**src/rtl/gather_rt_lookup_arbiter_pkg.sv**
```systemverilog
// Shared sizing and types for the gather route-table lookup arbiter.
// Table depth and candidate-VC width follow ROUTE_TABLE_DEPTH / CN when the build defines them.
`ifndef ROUTE_TABLE_DEPTH
`define ROUTE_TABLE_DEPTH 32
`endif
`ifndef CN
`define CN 4
`endif

package gather_rt_pkg;
  localparam int RT_IDW   = 10;
  localparam int RT_NPORT = 5;
  localparam int RT_DEPTH = `ROUTE_TABLE_DEPTH;
  localparam int RT_CN    = `CN;

  typedef struct packed {
    logic              valid;
    logic [RT_CN-1:0]  vc;
    logic [RT_IDW-1:0] id;
  } rt_entry_t;

  typedef enum logic [1:0] {IDLE, SCAN, RESP} fsm_t;
endpackage

```
**src/rtl/gather_rt_lookup_arbiter_rr_arbiter.sv**
```systemverilog
// Round-robin arbiter: one-hot grant to the first requester at or after the pointer.
// The pointer moves past the winner only when a grant is actually issued.
module rr_arbiter #(
  parameter int N  = 5,
  parameter int PW = $clog2(N)
) (
  input  logic          clk,
  input  logic          rst,
  input  logic [N-1:0]  req,
  input  logic          en,
  output logic [N-1:0]  gnt,
  output logic [PW-1:0] gnt_idx
);
  logic [PW-1:0] ptr_q, ptr_d;
  int            p;

  always_comb begin
    gnt     = '0;
    gnt_idx = '0;
    ptr_d   = ptr_q;
    p       = 0;
    // Walk offsets from the far end so the nearest requester is written last.
    for (int i = N - 1; i >= 0; i--) begin
      p = int'(ptr_q) + i;
      if (p >= N) p = p - N;
      if (en && req[p]) begin
        gnt      = '0;
        gnt[p]   = 1'b1;
        gnt_idx  = PW'(p);
        ptr_d    = (p == N - 1) ? '0 : PW'(p + 1);
      end
    end
  end

  always_ff @(posedge clk) begin
    if (rst) ptr_q <= '0;
    else     ptr_q <= ptr_d;
  end
endmodule

```
**src/rtl/gather_rt_lookup_arbiter.sv**
```systemverilog
// Multi-port gather route-table lookup: RR grant, linear scan FSM, runtime table writes.
// Optional last-hit cache enabled by GATHER_RT_LAST_HIT_CACHE_EN.
module gather_rt_lookup_arbiter
  import gather_rt_pkg::*;
#(
  parameter int NPORT = RT_NPORT,
  parameter int DEPTH = RT_DEPTH,
  parameter int CN    = RT_CN,
  parameter int IDW   = RT_IDW
) (
  input  logic                     clk,
  input  logic                     rst,
  input  logic [NPORT-1:0]         req_valid,
  input  logic [NPORT*IDW-1:0]     req_stream_id,
  output logic [NPORT-1:0]         req_ready,
  output logic                     resp_valid,
  output logic [$clog2(NPORT)-1:0] resp_port,
  output logic [CN-1:0]            resp_vc,
  output logic                     resp_miss,
  input  logic                     resp_ready,
  input  logic                     cfg_we,
  input  logic [$clog2(DEPTH)-1:0] cfg_addr,
  input  logic                     cfg_entry_valid,
  input  logic [IDW-1:0]           cfg_id,
  input  logic [CN-1:0]            cfg_vc,
  output logic                     cfg_ready
);
  localparam int PW = $clog2(NPORT);
  localparam int AW = $clog2(DEPTH);

  fsm_t          state_q, state_d;
  rt_entry_t     tbl_q [DEPTH];
  rt_entry_t     tbl_d [DEPTH];
  logic [AW-1:0] idx_q, idx_d;
  logic [IDW-1:0] id_q, id_d;
  logic [PW-1:0] port_q, port_d;
  logic [CN-1:0] vc_q, vc_d;
  logic          miss_q, miss_d;

  logic [NPORT-1:0] gnt;
  logic [PW-1:0]    gnt_idx;
  logic             arb_en, tbl_we, hit, cache_hit;
  logic [CN-1:0]    cache_vc;
  rt_entry_t        cur;

  // Writes own the IDLE cycle; a grant is only offered when no write is pending.
  assign tbl_we = (state_q == IDLE) && cfg_we;
  assign arb_en = (state_q == IDLE) && !cfg_we && !rst;
  assign cur    = tbl_q[idx_q];
  assign hit    = cur.valid && (cur.id == id_q);

  rr_arbiter #(.N(NPORT), .PW(PW)) u_arb (
    .clk     (clk),
    .rst     (rst),
    .req     (req_valid),
    .en      (arb_en),
    .gnt     (gnt),
    .gnt_idx (gnt_idx)
  );

`ifdef GATHER_RT_LAST_HIT_CACHE_EN
  rt_entry_t cache_q, cache_d;

  // Checked on the first scan cycle so the grant path stays free of the compare.
  assign cache_hit = cache_q.valid && (cache_q.id == id_q) && (idx_q == '0);
  assign cache_vc  = cache_q.vc;

  always_comb begin
    cache_d = cache_q;
    if (tbl_we) cache_d.valid = 1'b0;
    else if ((state_q == SCAN) && hit && !cache_hit)
      cache_d = '{valid: 1'b1, vc: cur.vc, id: id_q};
  end

  always_ff @(posedge clk) begin
    if (rst) cache_q <= '0;
    else     cache_q <= cache_d;
  end
`else
  assign cache_hit = 1'b0;
  assign cache_vc  = '0;
`endif

  always_comb begin
    state_d = state_q;
    idx_d   = idx_q;
    id_d    = id_q;
    port_d  = port_q;
    vc_d    = vc_q;
    miss_d  = miss_q;
    tbl_d   = tbl_q;
    if (tbl_we) tbl_d[cfg_addr] = '{valid: cfg_entry_valid, vc: cfg_vc, id: cfg_id};
    case (state_q)
      IDLE: if (|gnt) begin
        id_d    = req_stream_id[gnt_idx*IDW +: IDW];
        port_d  = gnt_idx;
        idx_d   = '0;
        state_d = SCAN;
      end
      SCAN: begin
        if (cache_hit) begin
          vc_d    = cache_vc;
          miss_d  = 1'b0;
          state_d = RESP;
        end else if (hit) begin
          vc_d    = cur.vc;
          miss_d  = 1'b0;
          state_d = RESP;
        end else if (idx_q == AW'(DEPTH - 1)) begin
          vc_d    = '0;
          miss_d  = 1'b1;
          state_d = RESP;
        end else begin
          idx_d = idx_q + 1'b1;
        end
      end
      RESP:    if (resp_ready) state_d = IDLE;
      default: state_d = IDLE;
    endcase
  end

  always_ff @(posedge clk) begin
    if (rst) begin
      state_q <= IDLE;
      idx_q   <= '0;
      id_q    <= '0;
      port_q  <= '0;
      vc_q    <= '0;
      miss_q  <= 1'b0;
      for (int i = 0; i < DEPTH; i++) tbl_q[i].valid <= 1'b0;
    end else begin
      state_q <= state_d;
      idx_q   <= idx_d;
      id_q    <= id_d;
      port_q  <= port_d;
      vc_q    <= vc_d;
      miss_q  <= miss_d;
      tbl_q   <= tbl_d;
    end
  end

  assign req_ready  = gnt;
  assign resp_valid = (state_q == RESP);
  assign resp_port  = port_q;
  assign resp_vc    = vc_q;
  assign resp_miss  = miss_q;
  assign cfg_ready  = (state_q == IDLE);
endmodule

```
**config.mk**
```make
export PLATFORM = sky130hd
export DESIGN_NAME = gather_rt_lookup_arbiter
export DESIGN_NICKNAME = d
export VERILOG_FILES = /design/src/rtl/gather_rt_lookup_arbiter_pkg.sv /design/src/rtl/gather_rt_lookup_arbiter_rr_arbiter.sv /design/src/rtl/gather_rt_lookup_arbiter.sv
export SDC_FILE = /design/constraint.sdc
export NUM_CORES = 1
export LEC_CHECK = 0
export BUFFER_PORTS_ARGS = -buffer_cell sky130_fd_sc_hd__buf_2
export CORE_MARGIN = 5
export CORE_UTILIZATION = 62
export DETAILED_ROUTE_END_ITERATION = 8
export PLACE_DENSITY = 0.8
export SYNTH_ARGS = -nofsm -noshare
export SYNTH_HDL_FRONTEND = slang
export SYNTH_SLANG_ARGS = --single-unit
```
**constraint.sdc**
```tcl
create_clock -name clk -period 5.7 [get_ports clk]
set_input_delay 0.855 -clock clk [delete_from_list [all_inputs] [get_ports clk]]
set_output_delay 0.855 -clock clk [all_outputs]
set_load 0.005 [all_outputs]
```
== Word level (Yosys, flattened, before mapping) ==
Cells that the tools add are included.
Word-level totals
  bits in registers: 508
  word-level logic and storage cells: 251
  input bits: 79
  output and inout bits: 15
Operators by class
  reductions and logical operators: 27
  bitwise operators: 3
  mux-type cells: 69
  multiply operators: 1
  $lt $le $gt $ge: 18
  equal/unequal tests: 14
  shifts and indexed selects: 1
  $add $sub $neg: 15
Operator list (number)
  $bwmux 480: 1
  $eq 32x4->1 const B: 5
  $ge 32x1->1 const B: 5
  $lt 32x5->1 const B: 5
  $mux 32: 5
  $ge 32x4->1 const B: 4
  $sub 32x4->32 const B: 4
  $bmux 15 s5: 1
  $demux 15 s5: 1
  $shiftx 50x8->10: 1
  $mux 15: 3
  $mux 3: 15
  $mux 5: 8
  $mux 1: 17
  $add 3x2->3 const B: 5
  $bmux 1 s3: 5
  $demux 1 s3: 5
  $logic_and 1x1->1: 15
  $ge 6x6->1 const B: 2
  $not 5->6: 2
  $eq 10x10->1: 1
  $pmux 5 s2: 1
  $add 3x2->4 const B: 2
  $mux 2: 4
  24 further kinds: 31

== Depth between registers and ports, before layout ==
  depth after elaboration: 15
  gate-level depth with buffers: 21
  depth with buffers taken out: 16

== Cells and area by module ==
A second synthesis with hierarchy kept.
Second synthesis, totals
  cells, all modules: 1488
  area total of the unflattened synthesis: 22481.6 um2
By module, submodules not included
  gather_rt_lookup_arbiter: area an instance 20387.1 um2, times used 1, seq. area each 14594.0 um2, cells an instance 1183
  rr_arbiter: area an instance 2094.5 um2, times used 1, seq. area each 60.1 um2, cells an instance 305

== Worst setup path before layout ==
OpenSTA, ideal clock, no wires.
  path type: reg-to-reg
  start point: register u_arb.ptr_q[2]
  end point: register idx_q[0]
  setup time: 0.117 ns
  period minus slack after synthesis: 4.311 ns
  path slack: 1.389 ns
  required time: 5.583 ns
  buffers on the path: 3
  data arrival time: 4.193 ns
  cell stages (with the launch flop): 14
  cell sequence: dfxtp_1 > buf_6 > clkbuf_1 > inv_1 > fa_1 > a21boi_2 > xnor2_2 > mux2_2 > a21boi_1 > a311oi_1 > or4b_1 > buf_2 > or4_1 > a32o_1
On the way
  longest elaborated chain between the ends: 15
  elaborated cells on any way between the ends: 72
  those cells by class: add/sub: 9; order compare: 15; eq/ne: 1; mux: 35; reduce/logical: 12
RTL lines
  from (decl): RTL line gather_rt_lookup_arbiter_rr_arbiter.sv:14  | logic [PW-1:0] ptr_q, ptr_d;
  from (signal assigned): RTL line gather_rt_lookup_arbiter_rr_arbiter.sv:37  | else ptr_q <= ptr_d;
  $add 3x3->4: RTL line gather_rt_lookup_arbiter_rr_arbiter.sv:24  | p = int'(ptr_q) + i;
  $sub 32x4->32 / $ge 32x4->1 (equally long branches): RTL line gather_rt_lookup_arbiter_rr_arbiter.sv:25  | if (p >= N) p = p - N;
  $mux 32: RTL line gather_rt_lookup_arbiter_rr_arbiter.sv:25
  $ge 32x1->1 (implied by the code) (tied with other cells): RTL line gather_rt_lookup_arbiter_rr_arbiter.sv:28  | gnt[p] = 1'b1;
  $logic_and 1x1->1 (implied by the code) / $mux 1 (equally long branches): RTL line gather_rt_lookup_arbiter_rr_arbiter.sv:28, gather_rt_lookup_arbiter_rr_arbiter.sv:26
  $mux 1, on equally long branches: RTL line gather_rt_lookup_arbiter_rr_arbiter.sv:28, gather_rt_lookup_arbiter_rr_arbiter.sv:26
  $demux 1 s3 / $logic_and 1x1->1 (equally long branches)
  $mux 5 (4 in a row): RTL line gather_rt_lookup_arbiter_rr_arbiter.sv:26  | if (en && req[p]) begin
  $mux 5 (*): RTL line gather_rt_lookup_arbiter_rr_arbiter.sv:26
  $reduce_or 5->1 (*): RTL line gather_rt_lookup_arbiter.sv:94  | IDLE: if (|gnt) begin
  $ne 2x1->1 (no line) (*)
  $reduce_and 4->1 (no line) (*)
  to (signal assigned): RTL line gather_rt_lookup_arbiter.sv:133  | idx_q <= idx_d;
  to (decl): RTL line gather_rt_lookup_arbiter.sv:34  | logic [AW-1:0] idx_q, idx_d;
Every way passes the cells marked *; elsewhere a longest branch is shown, timed or not. The select of a mux whose other input is x is not followed.
A chain may end at the register's enable or synchronous reset.

== Worst setup path in the final report ==
  start point: register u_arb.ptr_q[0]
  end point: output port req_ready[2]
On the way
  longest elaborated chain between the ends: 12
  elaborated cells on any way between the ends: 69
  those cells by class: add/sub: 9; order compare: 15; mux: 35; reduce/logical: 10
RTL lines
  $add 3x3->4: RTL line gather_rt_lookup_arbiter_rr_arbiter.sv:24
  $sub 32x4->32 / $ge 32x4->1 (equally long branches): RTL line gather_rt_lookup_arbiter_rr_arbiter.sv:25
  $mux 32: RTL line gather_rt_lookup_arbiter_rr_arbiter.sv:25
  $ge 32x1->1 (implied by the code) (tied with other cells): RTL line gather_rt_lookup_arbiter_rr_arbiter.sv:28
  $logic_and 1x1->1 (implied by the code) / $mux 1 (equally long branches): RTL line gather_rt_lookup_arbiter_rr_arbiter.sv:28, gather_rt_lookup_arbiter_rr_arbiter.sv:26
  $mux 1, on equally long branches: RTL line gather_rt_lookup_arbiter_rr_arbiter.sv:28, gather_rt_lookup_arbiter_rr_arbiter.sv:26
  $demux 1 s3 / $logic_and 1x1->1 (equally long branches)
  $mux 5 (4 in a row): RTL line gather_rt_lookup_arbiter_rr_arbiter.sv:26
  $mux 5 (*): RTL line gather_rt_lookup_arbiter_rr_arbiter.sv:26
  to (decl): RTL line gather_rt_lookup_arbiter.sv:15  | output logic [NPORT-1:0] req_ready,
Marked as above.

==> out/metrics.yaml <==
run_status:
  status: "finished clean"
logic_synthesis:
  ys_seq_area_share_pct: 63.26
  netlist_instances: 1576
  yosysUniqueCellTypes: 84
  syn_area_per_cell_sq_um: 14.70
  yosys_warnings: 0
  synth_edf_count: 448
  ys.flop_type: "edfxtp_1"
  postSynth.asyncResetShare_pct: 0
  synthesis.area_sq_mm: 0.02316
  synth_fp_nets: 1687
  synth_seq_cells: 508
timing:
  holdWs_ps: 475.2
  rsz0062_at_grt: "false"
  relSlewSlack_pct: 20.68
  max_slew.worst_pin.slew_ps: 1180
  fmax_mhz: 186.8
  setup_tns_ps: 0
  drv_slew: 0
  min_period_ps: 5354
  setup_viol_count_final: 0
  skew_ps: 14.38
  hold_viol: 0
  min_period_over_period_pct: 93.93
cells_and_area:
  final_cell_mix: "448 x edfxtp_1, 112 x mux4_2, 105 x nor2_1, 93 x buf_2, 90 x nand2_1"
  n_fill_cell: 2373
  final_common_cell: "edfxtp_1"
  final_cells: 2184
  layout.nets: 1791
  syn_to_final_growth_pct: 11.09
  drive_gt1_share_pct: 20.86
  antenna_cells: 0
detailed_routing:
  ant_nets: 0
  routed_wl_mm: 63.93
  vias: 15384
  drtPass1Iterations: 7
  drcViolationCount: 0
  vias_per_cell: 7.044
  dr.first_iter.drc_count: 2106
  wl_per_cell_microns: 29.27
job:
  maxCapViolCount: 0
pwr:
  p_int_mw: 6.874
  pwr-share-clk_pct: 29.8
  cellPowerDensity_mw_per_mm2: 393.8
  p_sw_mw: 3.261
  pwr-share-seq_pct: 41.5
  pwr-share-comb_pct: 28.7
  vdd_drop_max_uv: 340.4
  switching_share_pct: 32.17
  leakage_nw: 8.339
worst_setup_path:
  crit_fanout: 14
  cp-end-kind: "primary output"
  reg2reg_from: "u_arb.ptr_q[0]"
  worstPathBufferInverterCount: 2
  reg2reg_depth: 15
  rrSetupSlack_ps: 960
  worstSetupPathType: "reg2out"
  max_stage_delay_ps: 580
  cp_slowest_cell: "o41ai_2"
  path_cells: "inv_1, ha_1, fa_1, a21boi_2, xnor2_2, mux2i_1, o41ai_2, nor4_1, a311oi_1, o21a_1, o21ai_0, buf_2"
  reg2reg_to: "idx_q[0]"
  crit_required_ps: 4850
  critPathArrivalTime_ps: 4500
  startpoint_type: "register"
  cp_top_family: "compound AO/OA/AOI/OAI gates"
clock_tree:
  numCtsBuffers: 49
  clk_latency_ps: 580
  h-tree-depth: 2
  post_cts_buffers: 0
  clock-sinks: 508
  tritoncts: "done"
  clkSlewWorstSetupHoldPaths_ps: 70
  cts_hold_buf: 0
  cts-root-buf: "clkbuf_16"
  cts_resized: 0
  cts_buffer_depth: 3
global_routing:
  track_usage_pct: 30.78
  overflow: 0
  antenna_found_initial: 0
  grt_pass1_wl_mm: 95.45
  grt_pass1_vias: 15084
  grt_max_degree: 52
floorplanning:
  fp.dieArea_sq_mm: 0.04133
  initial_core_util_pct: 62.97
  num_rows: 70
  ios: 94
  core-area_sq_mm: 0.03679
  fp.dieW_microns: 203.3
  die_h_microns: 203.3
placed_design:
  dpl.hpwl_mm: 39.88
  portBuffers: 93
  gp_congestion: 0.9945
  dp_cells: 2097
worst_hold_path:
  whs_endpoint: "tbl_q[74]"
  hold_depth: 2
  hp-class: "reg2reg"
  hp-start: "tbl_q[74]"
[worst min-delay path, delay by kind of cell (launching register included)]
family          cells  cell delay, ps
compound gates      2             120
flops               1             310
[cell usage after synthesis, drive strengths merged (4+ instances only)]
master   number  share of area, %
ha           31               1.7
or2           4              0.11
o211ai        4              0.13
a22oi        48               1.6
a211oi       12              0.39
a21oi        67               1.4
edfxtp      448                58
o41ai        12              0.49
o2111ai       4              0.15
o32ai         5              0.19
a311oi        7              0.34
inv          47              0.76
mux2          9              0.44
nand2b       13              0.35
or3           9              0.24
buf          44              0.96
o31a          8              0.30
nor4         10              0.33
a21boi        4              0.15
nand3        28              0.60
a211o         4              0.15
and2          5              0.14
nor3         20              0.43
nor2        105               1.7
o21a         15              0.49
a31o          4              0.15
clkbuf       54              0.87
nand4         9              0.24
o221ai       13              0.49
and3          8              0.22
xnor2         6              0.26
a21o          4              0.13
dfxtp        60               5.2
nor2b        19              0.51
mux4        112                11
and4          5              0.19
mux2i        72               3.2
a31oi        23              0.65
a221oi        5              0.19
a22o          6              0.23
or4           4              0.13
nand2        90               1.5
o31ai         7              0.23
o21ai        72               1.6
nand3b        6              0.25
[final cells by class]
class                      instances  area (sq um)  share of cell area [%]
clock buffer                      58          1260                   4.896
multi-input combinational        923          7923                   30.79
tap                              468         585.6                   2.275
timing repair buffer             151         925.9                   3.598
sequential                       508         14660                   56.98
clock inverter                    29         200.2                  0.7779
inverter                          47         176.4                  0.6856
[state kept, by name, summed over array words and instances, names as in the netlist]
signal and cells:
id_q 10, idx_q 5, resp_miss 1, resp_port 3, resp_vc 4, state_q 2
tbl_q 480, u_arb.ptr_q 3
[power groups by stage]
stage / Clock [mW] / Sequential [mW] / Combinational (mW)
2_1_floorplan: 0 / 4.22 / 2.04
3_5_place_dp: 0 / 4.29 / 2.79
6_report: 3.02 / 4.21 / 2.90
5_1_grt: 3.22 / 4.22 / 3.09
4_1_cts: 3.04 / 4.21 / 2.82
3_3_place_gp: 0 / 4.28 / 2.78
[layer usage]
layer / up-vias / part of all wire [%] / global-route usage [%]
met5: - / 0 / 0
met4: 0 / 3.9 / 10.84
met3: 150 / 9.4 / 5.374
met2: 983 / 49 / 49.83
met1: 7769 / 38 / 43.03
li1: 6482 / - / -
[worst max path at each step]
| stage | startpoint | end | depth (start not counted) |
|---|---|---|---|
| floorplan | u_arb.ptr_q[2] | idx_q[0] | 13 |
| global placement | u_arb.ptr_q[0] | req_ready[2] | 12 |
| detailed placement | u_arb.ptr_q[0] | req_ready[2] | 12 |
| CTS | u_arb.ptr_q[0] | req_ready[2] | 12 |
| global route | u_arb.ptr_q[1] | req_ready[0] | 16 |
| finish | u_arb.ptr_q[0] | req_ready[2] | 12 |
[kinds of logic (layout without fill, tap and decap cells)]
group	after synthesis	in the layout	share of synthesized area (%)
muxes	193	193	14.49
and+or+nand+nor	344	344	7.254
DFF	508	508	63.26
other	1	1	0.01619
buffers and inverters	145	285	2.593
xor gates and xnor gates	9	9	0.3727
adders and majority gates	32	32	1.761
AOI/OAI and AO/OA	344	344	10.25
[through the flow]
step	power (mW)	util, %	setup slack (ps)	instance area [sq um]
2_1_floorplan	6.255	-	1389	23160
3_3_place_gp	7.061	65.99	1063	24270
3_5_place_dp	7.080	65.99	1073	24270
4_1_cts	10.08	69.96	427.0	25730
5_1_grt	10.53	69.96	115.1	25730
6_report	10.13	69.96	345.7	25730
Note: power is estimated with default switching activity, not from simulation.
